File: src/rtl/ram_stream_pkg.sv
// Shared types and defaults for the RAM stream reader.
package ram_stream_pkg;

   localparam int unsigned DEFAULT_DATA_WIDTH = 8;
   localparam int unsigned DEFAULT_RAM_DEPTH  = 256;

   typedef enum logic [1:0] {
      IDLE,
      RUN,
      DRAIN
   } state_t;

   // Address width for a RAM of the given depth; never narrower than one bit.
   function automatic int unsigned addr_width(input int unsigned depth);
      return (depth < 2) ? 1 : $clog2(depth);
   endfunction

endpackage

File: src/rtl/ram_stream_reader_if.sv
// Valid/ready word stream leaving the RAM reader.
interface ram_stream_reader_if
   import ram_stream_pkg::*;
#(
   parameter int unsigned DATA_WIDTH = DEFAULT_DATA_WIDTH
) ();

   logic [DATA_WIDTH-1:0] dout;
   logic                  dout_valid;
   logic                  dout_ready;

   modport master (output dout, output dout_valid, input dout_ready);
   modport slave  (input dout, input dout_valid, output dout_ready);

endinterface

File: src/rtl/stream_skid_buffer.sv
// Two-entry buffer between the RAM read port and the output stream.
// Head register drives the stream directly; tail absorbs one word while stalled.
module stream_skid_buffer
   import ram_stream_pkg::*;
#(
   parameter int unsigned DATA_WIDTH = DEFAULT_DATA_WIDTH
) (
   input  logic                  clk,
   input  logic                  rstn,
   input  logic                  in_valid,
   input  logic [DATA_WIDTH-1:0] in_data,
   output logic                  out_valid,
   input  logic                  out_ready,
   output logic [DATA_WIDTH-1:0] out_data,
   output logic [1:0]            count
);

   logic [DATA_WIDTH-1:0] head_q, head_n;
   logic [DATA_WIDTH-1:0] tail_q, tail_n;
   logic [1:0]            count_q, count_n;
   logic                  valid_q;
   logic                  pop;

   assign pop = valid_q & out_ready;

   // Occupancy update; a push into a full buffer without a pop is prevented
   // upstream by the credit check, so it simply has no effect here.
   always_comb begin
      head_n  = head_q;
      tail_n  = tail_q;
      count_n = count_q;
      unique case (count_q)
         2'd0: begin
            if (in_valid) begin
               head_n  = in_data;
               count_n = 2'd1;
            end
         end
         2'd1: begin
            if (pop) begin
               if (in_valid) head_n = in_data;
               else          count_n = 2'd0;
            end else if (in_valid) begin
               tail_n  = in_data;
               count_n = 2'd2;
            end
         end
         2'd2: begin
            if (pop) begin
               head_n = tail_q;
               if (in_valid) tail_n = in_data;
               else          count_n = 2'd1;
            end
         end
         default: count_n = 2'd0;
      endcase
   end

   always_ff @(posedge clk) begin
      if (!rstn) begin
         head_q  <= '0;
         tail_q  <= '0;
         count_q <= 2'd0;
         valid_q <= 1'b0;
      end else begin
         head_q  <= head_n;
         tail_q  <= tail_n;
         count_q <= count_n;
         valid_q <= (count_n != 2'd0);
      end
   end

   assign out_valid = valid_q;
   assign out_data  = head_q;
   assign count     = count_q;

endmodule

File: src/rtl/ram_stream_reader.sv
// Reads `length` consecutive RAM words from `base_addr` (wrapping) and streams
// them out with valid/ready, hiding the RAM's one-cycle read latency.
module ram_stream_reader
   import ram_stream_pkg::*;
#(
   parameter int unsigned DATA_WIDTH   = DEFAULT_DATA_WIDTH,
   parameter int unsigned RAM_DEPTH    = DEFAULT_RAM_DEPTH,
   parameter int unsigned LB_RAM_DEPTH = addr_width(RAM_DEPTH)
) (
   input  logic                    clk,
   input  logic                    rstn,
   input  logic                    start,
   input  logic [LB_RAM_DEPTH-1:0] base_addr,
   input  logic [LB_RAM_DEPTH:0]   length,
   output logic                    busy,
   output logic                    done,
   output logic [LB_RAM_DEPTH-1:0] ram_addr,
   output logic                    ram_wr_en,
   input  logic [DATA_WIDTH-1:0]   ram_dout,
   ram_stream_reader_if.master     strm
);

   localparam int unsigned AW = LB_RAM_DEPTH;
   localparam int unsigned CW = LB_RAM_DEPTH + 1;

   state_t          state_q, state_n;
   logic            busy_q, busy_n;
   logic            done_q, done_n;
   logic [AW-1:0]   next_addr_q, next_addr_n;
   logic [AW-1:0]   ram_addr_q, ram_addr_n;
   logic [CW-1:0]   issue_cnt_q, issue_cnt_n;
   logic [CW-1:0]   beat_cnt_q, beat_cnt_n;
   logic            in_flight_q, in_flight_n;

   logic            skid_valid;
   logic [1:0]      skid_count;
   logic            accept;
   logic [2:0]      occupancy;
   logic            credit;

   stream_skid_buffer #(
      .DATA_WIDTH (DATA_WIDTH)
   ) u_skid (
      .clk       (clk),
      .rstn      (rstn),
      .in_valid  (in_flight_q),
      .in_data   (ram_dout),
      .out_valid (skid_valid),
      .out_ready (strm.dout_ready),
      .out_data  (strm.dout),
      .count     (skid_count)
   );

   assign strm.dout_valid = skid_valid;
   assign ram_wr_en       = 1'b0;
   assign busy            = busy_q;
   assign done            = done_q;
   assign ram_addr        = ram_addr_q;

   // Words owed to the skid after this edge: a beat leaving this cycle frees
   // its slot immediately, which keeps the pipe full at one word per cycle.
   assign accept    = skid_valid & strm.dout_ready;
   assign occupancy = 3'(in_flight_q) + 3'(skid_count) - 3'(accept);
   assign credit    = (occupancy < 3'd2);

   always_comb begin
      state_n     = state_q;
      busy_n      = busy_q;
      done_n      = 1'b0;
      next_addr_n = next_addr_q;
      ram_addr_n  = ram_addr_q;
      issue_cnt_n = issue_cnt_q;
      beat_cnt_n  = beat_cnt_q - CW'(accept);
      in_flight_n = 1'b0;

      unique case (state_q)
         IDLE: begin
            busy_n = 1'b0;
            // busy_q is still high here during the done cycle; start is ignored then.
            if (start && !busy_q) begin
               busy_n = 1'b1;
               if (length == '0) begin
                  done_n = 1'b1;
               end else begin
                  state_n     = RUN;
                  next_addr_n = base_addr;
                  issue_cnt_n = length;
                  beat_cnt_n  = length;
               end
            end
         end
         RUN: begin
            if (issue_cnt_q == '0) begin
               state_n = DRAIN;
            end else if (credit) begin
               ram_addr_n  = next_addr_q;
               next_addr_n = next_addr_q + AW'(1);
               issue_cnt_n = issue_cnt_q - CW'(1);
               in_flight_n = 1'b1;
               if (issue_cnt_q == CW'(1)) state_n = DRAIN;
            end
         end
         DRAIN: begin
            if (beat_cnt_n == '0) begin
               done_n  = 1'b1;
               state_n = IDLE;
            end
         end
         default: state_n = IDLE;
      endcase
   end

   always_ff @(posedge clk) begin
      if (!rstn) begin
         state_q     <= IDLE;
         busy_q      <= 1'b0;
         done_q      <= 1'b0;
         next_addr_q <= '0;
         ram_addr_q  <= '0;
         issue_cnt_q <= '0;
         beat_cnt_q  <= '0;
         in_flight_q <= 1'b0;
      end else begin
         state_q     <= state_n;
         busy_q      <= busy_n;
         done_q      <= done_n;
         next_addr_q <= next_addr_n;
         ram_addr_q  <= ram_addr_n;
         issue_cnt_q <= issue_cnt_n;
         beat_cnt_q  <= beat_cnt_n;
         in_flight_q <= in_flight_n;
      end
   end

endmodule

File: src/flat_wrapper.sv
// flat-port wrapper written by rule: the top's interface ports become plain ports
module ram_stream_reader_flat import ram_stream_pkg::*;
#(
   parameter int unsigned DATA_WIDTH   = DEFAULT_DATA_WIDTH,
   parameter int unsigned RAM_DEPTH    = DEFAULT_RAM_DEPTH,
   parameter int unsigned LB_RAM_DEPTH = addr_width(RAM_DEPTH)
)
  (clk, rstn, start, base_addr, length, busy, done, ram_addr, ram_wr_en, ram_dout, strm_dout, strm_dout_valid, strm_dout_ready);
  ram_stream_reader_if #(.DATA_WIDTH(DATA_WIDTH)) strm_i ();
  input  logic clk;
  input  logic rstn;
  input  logic start;
  input  logic [LB_RAM_DEPTH-1:0] base_addr;
  input  logic [LB_RAM_DEPTH:0] length;
  output logic busy;
  output logic done;
  output logic [LB_RAM_DEPTH-1:0] ram_addr;
  output logic ram_wr_en;
  input  logic [DATA_WIDTH-1:0] ram_dout;
  output wire logic [$bits(strm_i.dout)-1:0] strm_dout;
  output wire logic [$bits(strm_i.dout_valid)-1:0] strm_dout_valid;
  input wire logic [$bits(strm_i.dout_ready)-1:0] strm_dout_ready;
  assign strm_dout = strm_i.dout;
  assign strm_dout_valid = strm_i.dout_valid;
  assign strm_i.dout_ready = strm_dout_ready;
  ram_stream_reader #(.DATA_WIDTH(DATA_WIDTH), .RAM_DEPTH(RAM_DEPTH), .LB_RAM_DEPTH(LB_RAM_DEPTH)) u_core (.clk(clk), .rstn(rstn), .start(start), .base_addr(base_addr), .length(length), .busy(busy), .done(done), .ram_addr(ram_addr), .ram_wr_en(ram_wr_en), .ram_dout(ram_dout), .strm(strm_i));
endmodule
File: config.mk
export PLATFORM = sky130hd
export DESIGN_NAME = ram_stream_reader_flat
export DESIGN_NICKNAME = d
export VERILOG_FILES = /design/src/rtl/ram_stream_pkg.sv /design/src/rtl/ram_stream_reader_if.sv /design/src/rtl/stream_skid_buffer.sv /design/src/rtl/ram_stream_reader.sv /design/src/flat_wrapper.sv
export SDC_FILE = /design/constraint.sdc
export NUM_CORES = 1
export LEC_CHECK = 0
export ABC_AREA = 0
export CAP_MARGIN = 0
export CORE_MARGIN = 8
export CORE_UTILIZATION = 48
export DETAILED_ROUTE_END_ITERATION = 6
export HOLD_SLACK_MARGIN = 0.1
export PLACE_DENSITY_LB_ADDON = 0.25
export SETUP_SLACK_MARGIN = 0.3
export SLEW_MARGIN = 10
export SYNTH_ARGS = -nofsm -noshare
export SYNTH_HDL_FRONTEND = slang
export SYNTH_SLANG_ARGS = --single-unit
File: constraint.sdc
create_clock -name clk -period 5.65 [get_ports clk]
set_input_delay 1.13 -clock clk [delete_from_list [all_inputs] [get_ports clk]]
set_output_delay 1.13 -clock clk [all_outputs]
set_load 0.02 [all_outputs]
==> results of run 1 <==
cells by family after synthesis:
family | Yosys count | share of synthesized area
AND/OR/NAND/NOR | 145 | 0.237
AO/OA/AOI/OAI | 93 | 0.234
flip-flops | 58 | 0.384
buffers and inverters | 29 | 0.0427
multiplexers | 16 | 0.0530
XOR/XNOR | 7 | 0.0203
adder cells (fa/ha/maj) | 6 | 0.0273
other | 1 | 0.00124
layout by cell type (no fill, tap or decap), types with 3 or more instances in the layout:
cell type / instances
sky130_fd_sc_hd__o21ai_1: 4
sky130_fd_sc_hd__or3_1: 5
sky130_fd_sc_hd__o31ai_1: 6
sky130_fd_sc_hd__nor4_1: 3
sky130_fd_sc_hd__nand2_1: 63
sky130_fd_sc_hd__o21ai_0: 16
sky130_fd_sc_hd__xnor2_1: 5
sky130_fd_sc_hd__nand3_1: 27
sky130_fd_sc_hd__o41ai_1: 3
sky130_fd_sc_hd__nor2b_1: 9
sky130_fd_sc_hd__a21oi_1: 16
sky130_fd_sc_hd__clkdlybuf4s50_1: 46
sky130_fd_sc_hd__mux2i_1: 16
sky130_fd_sc_hd__buf_4: 3
sky130_fd_sc_hd__inv_1: 8
sky130_fd_sc_hd__clkbuf_8: 9
sky130_fd_sc_hd__nand2b_1: 4
sky130_fd_sc_hd__dfxtp_1: 58
sky130_fd_sc_hd__o22ai_1: 4
sky130_fd_sc_hd__and2_1: 3
sky130_fd_sc_hd__o211a_1: 16
sky130_fd_sc_hd__nor2_1: 13
sky130_fd_sc_hd__clkbuf_1: 3
sky130_fd_sc_hd__a21boi_0: 11
sky130_fd_sc_hd__ha_1: 5
state kept, by name (all words and copies together), names as in the netlist:
register / count
u_core.ram_addr: 8
u_core.u_skid.count: 2
u_core.busy: 1
u_core.issue_cnt_q: 9
u_core.in_flight_q: 1
u_core.next_addr_q: 8
u_core.done: 1
u_core.state_q: 2
u_core.u_skid.out_valid: 1
u_core.beat_cnt_q: 9
u_core.u_skid.out_data: 8
u_core.u_skid.tail_q: 8
cell type report:
type	count	area, sq um	area share
Timing Repair Buffer	50	488	0.131
Clock inverter	4	76.3	0.0205
Clock buffer	12	135	0.0364
Tap cell	77	96.3	0.0259
Sequential cell	58	1160	0.312
Multi-Input combinational cell	268	1730	0.465
Inverter	8	30.0	0.00808
how the worst max path moves through the flow:
stage	start	end	cells after the start
CTS	strm_dout_ready	u_core.issue_cnt_q[6]	11
finish	strm_dout_ready	u_core.issue_cnt_q[6]	11
global placement	strm_dout_ready	u_core.issue_cnt_q[6]	11
floorplan	strm_dout_ready	u_core.issue_cnt_q[6]	10
global route	strm_dout_ready	u_core.next_addr_q[7]	11
detailed placement	strm_dout_ready	u_core.next_addr_q[7]	11
per-stage QoR:
| stage | cell area (sq um) | util | instances | setup slack (ns) | power [mW] |
|---|---|---|---|---|---|
| after floorplan | 3020 | - | 355 | 2.51 | 1.04 |
| after global placement | 3510 | 0.565 | 461 | 1.40 | 1.19 |
| after detailed placement | 3510 | 0.565 | 461 | 1.34 | 1.20 |
| after CTS | 3720 | 0.599 | 477 | 1.67 | 1.62 |
| after global routing | 3720 | 0.599 | 477 | 1.38 | 1.71 |
| final | 3720 | 0.599 | 477 | 1.64 | 1.61 |
metal layers:
metal / GRT usage / share of wire
met5: 0 / 0
met4: 0.0442 / 0.0075
met3: 0.0583 / 0.060
met2: 0.259 / 0.47
met1: 0.199 / 0.46
worst register-to-register path: stages, from the launching register on:
cell                        delay (ns)
sky130_fd_sc_hd__dfxtp_1          0.63
sky130_fd_sc_hd__nor2_1           0.15
sky130_fd_sc_hd__inv_1            0.12
sky130_fd_sc_hd__a21boi_0         0.11
sky130_fd_sc_hd__fa_1             0.39
sky130_fd_sc_hd__xnor2_1          0.19
sky130_fd_sc_hd__a2111oi_4        0.28
sky130_fd_sc_hd__buf_4            0.30
sky130_fd_sc_hd__or2_1            0.62
sky130_fd_sc_hd__a21oi_1          0.13
sky130_fd_sc_hd__a31o_1           0.21
power groups by stage:
stage                     clock (mW)  sequential, mW  combinational (mW)
after floorplan                    0           0.599               0.440
after global placement             0           0.595               0.592
after detailed placement           0           0.600               0.601
after CTS                      0.421           0.592               0.607
after global routing           0.436           0.608               0.670
final                          0.412           0.595               0.607
==> results.yml, run 1 <==
global_route:
  grt_pass1_wl_um: 11700
  grt.total_usage: 0.161
  grt_antenna_before_repair: 0
  globalRouteOverflowTotal: 0
  largest_net_degree_at_the_start_of_global_routing: 73
  grt_pass1_vias: 2523
logic_synthesis:
  ys.warnings.count: 0
  synthDominantCellAreaShare: 0.384
  synthFlopType: "sky130_fd_sc_hd__dfxtp_1"
  synth_largest_area_cell: "sky130_fd_sc_hd__dfxtp_1"
  synth_area_per_cell_sq_um: 8.51
  async_reset_ff_frac: 0
  synth_area_leaders: "sky130_fd_sc_hd__dfxtp_1 38%, sky130_fd_sc_hd__nand2_1 7.8%, sky130_fd_sc_hd__mux2i_1 5.3%, sky130_fd_sc_hd__o211a_1 5.3%, sky130_fd_sc_hd__nand3_1 4.5%"
  syn_area_sq_mm: 0.00302
  synth_cells: 355
  seq_area_frac_synth: 0.384
  number_of_enable_flip_flop_cells_after_synthesis: 0
  synth.most_common_cell: "sky130_fd_sc_hd__nand2_1"
  yosys.cell_types.count: 56
  postSynthNetCount: 390
  synth.top_cells.by_count: "63 x sky130_fd_sc_hd__nand2_1, 58 x sky130_fd_sc_hd__dfxtp_1, 27 x sky130_fd_sc_hd__nand3_1"
  synth_seq_cells: 58
route:
  postRouteWirelength_um: 7320
  dr_total_vias: 2709
  route.detailed.vias_per_inst: 5.68
  drc: 0
  average_wire_per_standard_cell_um: 15.4
  drt_pass1_iterations: 4
  drtIter0Drc: 177
  postRouteAntennaNets: 0
setup_path:
  worst-r2r-cell-count: 10
  r2r_start: "u_core.in_flight_q"
  worst_ep_required_ns: 5.87
  start_kind: "input pin"
  critical_path_s_top_delay_family: "simple AND/OR/NAND/NOR gates"
  worst_r2r_endpoint: "u_core.issue_cnt_q[6]"
  timing.critical_path.cells: "clkdlybuf4s50_1 > nand2_1 > nor2_1 > inv_1 > a21boi_0 > fa_1 > a2111oi_4 > buf_4 > or2_1 > a21oi_1 > a31o_1"
  critPathMaxStageDelay_ns: 0.62
  worst_setup_path_end_kind: "register"
  slowest_stage: "sky130_fd_sc_hd__or2_1"
  crit_fanout: 20
  worstPathBufferInverterCount: 3
  reg2reg_setup_slack_ns: 2.42
  crit_arrival_ns: 4.23
  worst-setup-path-type: "input pin to register"
power_and_ir_drop:
  clock_power_share: 0.256
  leakagePower_nw: 1.55
  max-vdd-ir-drop_mv: 0.237
  combinationalPowerShare: 0.376
  p_seq_frac: 0.368
  p_switching_mw: 0.604
  cellPowerDensity_mw_per_mm2: 434
  p_int_mw: 1.01
  sw_frac_of_total: 0.374
clock_tree:
  cts.clk_slew.worst_paths_ns: 0.07
  htree_num_levels: 3
  post_cts_buffers: 0
  cts.hold.buffers_added: 0
  max-clock-path-buffers: 2
  clkLatencyLatePin_ns: 0.33
  numClockSinks: 58
  cts_tree: "done"
  cts_root_buf: "sky130_fd_sc_hd__clkbuf_8"
  cts_made_buffers: 9
  cts.repair.resized: 0
die:
  die-height_um: 95.3
  initial_utilization: 0.487
  coreArea_sq_mm: 0.00620
  fp.dieArea_sq_mm: 0.00909
  std_cell_rows: 29
  io_pins: 49
  x_dimension_of_the_die_um: 95.3
layout:
  final_net_count: 430
  final.fill_count: 563
  insertedDiodeCount: 0
  layout-area-overhead-vs-synth_pct: 23.1
  post_route_cells_drive_above_1_share: 0.0725
timing:
  drv_slew: 0
  worst_slew_margin_rel: 0.185
  fin_skew_ns: 0.00979
  post-route-period-util: 0.710
  final_setup_violation_count: 0
  period_minus_slack_ns: 4.01
  timing_worst_slew_pin_value_ns: 1.22
  grt_setup_unrepaired: "no"
  hold_slack_ns: 0.471
  fmax_mhz: 249
  final.setup.tns_ns: 0
  finalHoldViolations: 0
hold_path:
  holdCritPathClass: "register to register"
  worst_hold_startpoint: "u_core.u_skid.tail_q[5]"
  hold_end: "u_core.u_skid.tail_q[5]"
  min_delay_path_depth: 2
run_status:
  status: "completed"
place:
  gpl_wtd_cong: 0.832
  hpwl_um: 5000
  i_o_buffers: 47
job:
  drv.max_cap_violation_count: 0
No activity file was read; power rests on OpenSTA's default activity.
==> run 2: changes to the inputs <==
Clock period 5.65 ns to 3.35 ns, I/O delays scaled along.
==> results.yml, run 2 (same netlist as run 1, synthesis figures left out) <==
die:
  initial_utilization: 0.487
  io_pins: 49
  die-height_um: 95.3
  x_dimension_of_the_die_um: 95.3
  fp.dieArea_sq_mm: 0.00909
  std_cell_rows: 29
  coreArea_sq_mm: 0.00620
global_route:
  grt.total_usage: 0.160
  globalRouteOverflowTotal: 0
  grt_antenna_before_repair: 0
  largest_net_degree_at_the_start_of_global_routing: 40
  grt_pass1_wl_um: 11600
  grt_pass1_vias: 2541
setup_path:
  worst_ep_required_ns: 3.57
  crit_arrival_ns: 3.12
  start_kind: "input pin"
  worst_r2r_endpoint: "u_core.issue_cnt_q[6]"
  worst-setup-path-type: "input pin to register"
  slowest_stage: "sky130_fd_sc_hd__fa_1"
  timing.critical_path.cells: "clkdlybuf4s50_1 > nand2_1 > nor2_2 > inv_1 > a21boi_0 > fa_1 > a2111oi_4 > or2_1 > buf_4 > a21oi_1 > a31o_1"
  r2r_start: "u_core.in_flight_q"
  reg2reg_setup_slack_ns: 0.72
  worst-r2r-cell-count: 10
  crit_path_start: "strm_dout_ready"
  critPathMaxStageDelay_ns: 0.50
  worst_setup_path_end: "u_core.issue_cnt_q[6]"
  worst_setup_path_end_kind: "register"
  crit_fanout: 10
layout:
  insertedDiodeCount: 0
  post_route_cells_drive_above_1_share: 0.0936
  layout-area-overhead-vs-synth_pct: 24.1
  final_common_cell: "sky130_fd_sc_hd__nand2_1"
  final_net_count: 437
  final.fill_count: 564
  final_cell_area_sq_mm: 0.00375
  layout.cells.most_common_list: "63 x sky130_fd_sc_hd__nand2_1, 58 x sky130_fd_sc_hd__dfxtp_1, 46 x sky130_fd_sc_hd__clkdlybuf4s50_1"
  largestRegisters: "u_core.beat_cnt_q x9, u_core.issue_cnt_q x9"
route:
  drc: 0
  drt_pass1_iterations: 4
  drtIter0Drc: 68
  route.detailed.vias_per_inst: 5.57
  postRouteAntennaNets: 0
  postRouteWirelength_um: 7070
  average_wire_per_standard_cell_um: 14.6
  dr_total_vias: 2688
timing:
  timing_worst_slew_pin_value_ns: 1.04
  final.setup.tns_ns: 0
  worst_slew_margin_rel: 0.300
  layout_setup_ws_ns: 0.452
  fmax_mhz: 345
  fin_skew_ns: 0.00853
  final_setup_violation_count: 0
  finalHoldViolations: 0
  drv_slew: 0
  grt_setup_unrepaired: "no"
  post-route-period-util: 0.865
  period_minus_slack_ns: 2.90
power_and_ir_drop:
  p_switching_mw: 1.01
  p_int_mw: 1.63
  combinationalPowerShare: 0.408
  clock_power_share: 0.213
  max-vdd-ir-drop_mv: 0.426
  p_seq_frac: 0.379
  leakagePower_nw: 1.58
  sw_frac_of_total: 0.382
  cellPowerDensity_mw_per_mm2: 705
  post-layout-total-power_mw: 2.64
clock_tree:
  cts.clk_slew.worst_paths_ns: 0.07
  cts_made_buffers: 9
  numClockSinks: 58
  htree_num_levels: 3
  max-clock-path-buffers: 2
  cts_tree: "done"
  cts_root_buf: "sky130_fd_sc_hd__clkbuf_8"
  clkLatencyLatePin_ns: 0.33
run_status:
  status: "completed"
hold_path:
  worst_hold_startpoint: "u_core.u_skid.tail_q[2]"
  holdCritPathClass: "register to register"
place:
  gpl_wtd_cong: 0.810
  i_o_buffers: 47
  hpwl_um: 4990
  placed_area_sq_mm: 0.00357
  post-place-ws_ns: -0.00448
job:
  drv.max_cap_violation_count: 0
## run 2: repair_timing
| item | 4_1_cts | 5_1_grt |
|---|---|---|
| setup endpoints to repair | 0 | 11 |
| hold buffers | 0 | 0 |
| setup buffers | 0 | 0 |
| gates resized for setup | 0 | 2 |
## run 2: area by class of cell
cell class                 instances  area, sq um  area share
inverter                           8         30.0     0.00801
tap                               77         96.3      0.0257
multi-input combinational        268         1740       0.464
clock buffer                      12          155      0.0414
clock inverter                     3         15.0     0.00401
sequential                        58         1160       0.310
timing repair buffer              57          553       0.148
## run 2: worst min-delay path by stage
stage	end	depth (start not counted)
final	u_core.u_skid.tail_q[2]	2
after global routing	u_core.issue_cnt_q[7]	2
after CTS	u_core.u_skid.tail_q[2]	2
after detailed placement	u_core.u_skid.tail_q[2]	2
after global placement	u_core.u_skid.tail_q[0]	2
after floorplan	u_core.issue_cnt_q[7]	2
## run 2: layer usage
layer / GRT usage / vias up / wire, um / share of wire
met3: 0.0394 / 9 / 375 / 0.053
li1: - / 1360 / - / -
met5: 0 / - / 0 / 0
met1: 0.204 / 1261 / 3370 / 0.48
met2: 0.249 / 58 / 3230 / 0.46
met4: 0.0702 / 0 / 97 / 0.014
## run 2: per-stage QoR
stage,hold slack [ns],cells,utilization
2_1_floorplan,0.437,355,-
3_3_place_gp,0.450,468,0.576
3_5_place_dp,0.460,468,0.576
4_1_cts,0.469,483,0.603
5_1_grt,0.504,483,0.604
6_report,0.467,483,0.604
## run 2: power groups by stage
stage                     Combinational [mW]  Sequential (mW)  Clock [mW]
after CTS                               1.08            0.999       0.577
final                                   1.08             1.00       0.564
after detailed placement                1.07             1.01           0
after global placement                  1.06             1.01           0
after global routing                    1.19             1.02       0.605
after floorplan                        0.742             1.01           0
## run 2: worst max-delay path, delay by kind of cell
kind	cells	cell delay (ns)
buf+inv	3	0.75
compound gates	4	0.72
fa+ha+maj	1	0.50
simple gates	3	0.48
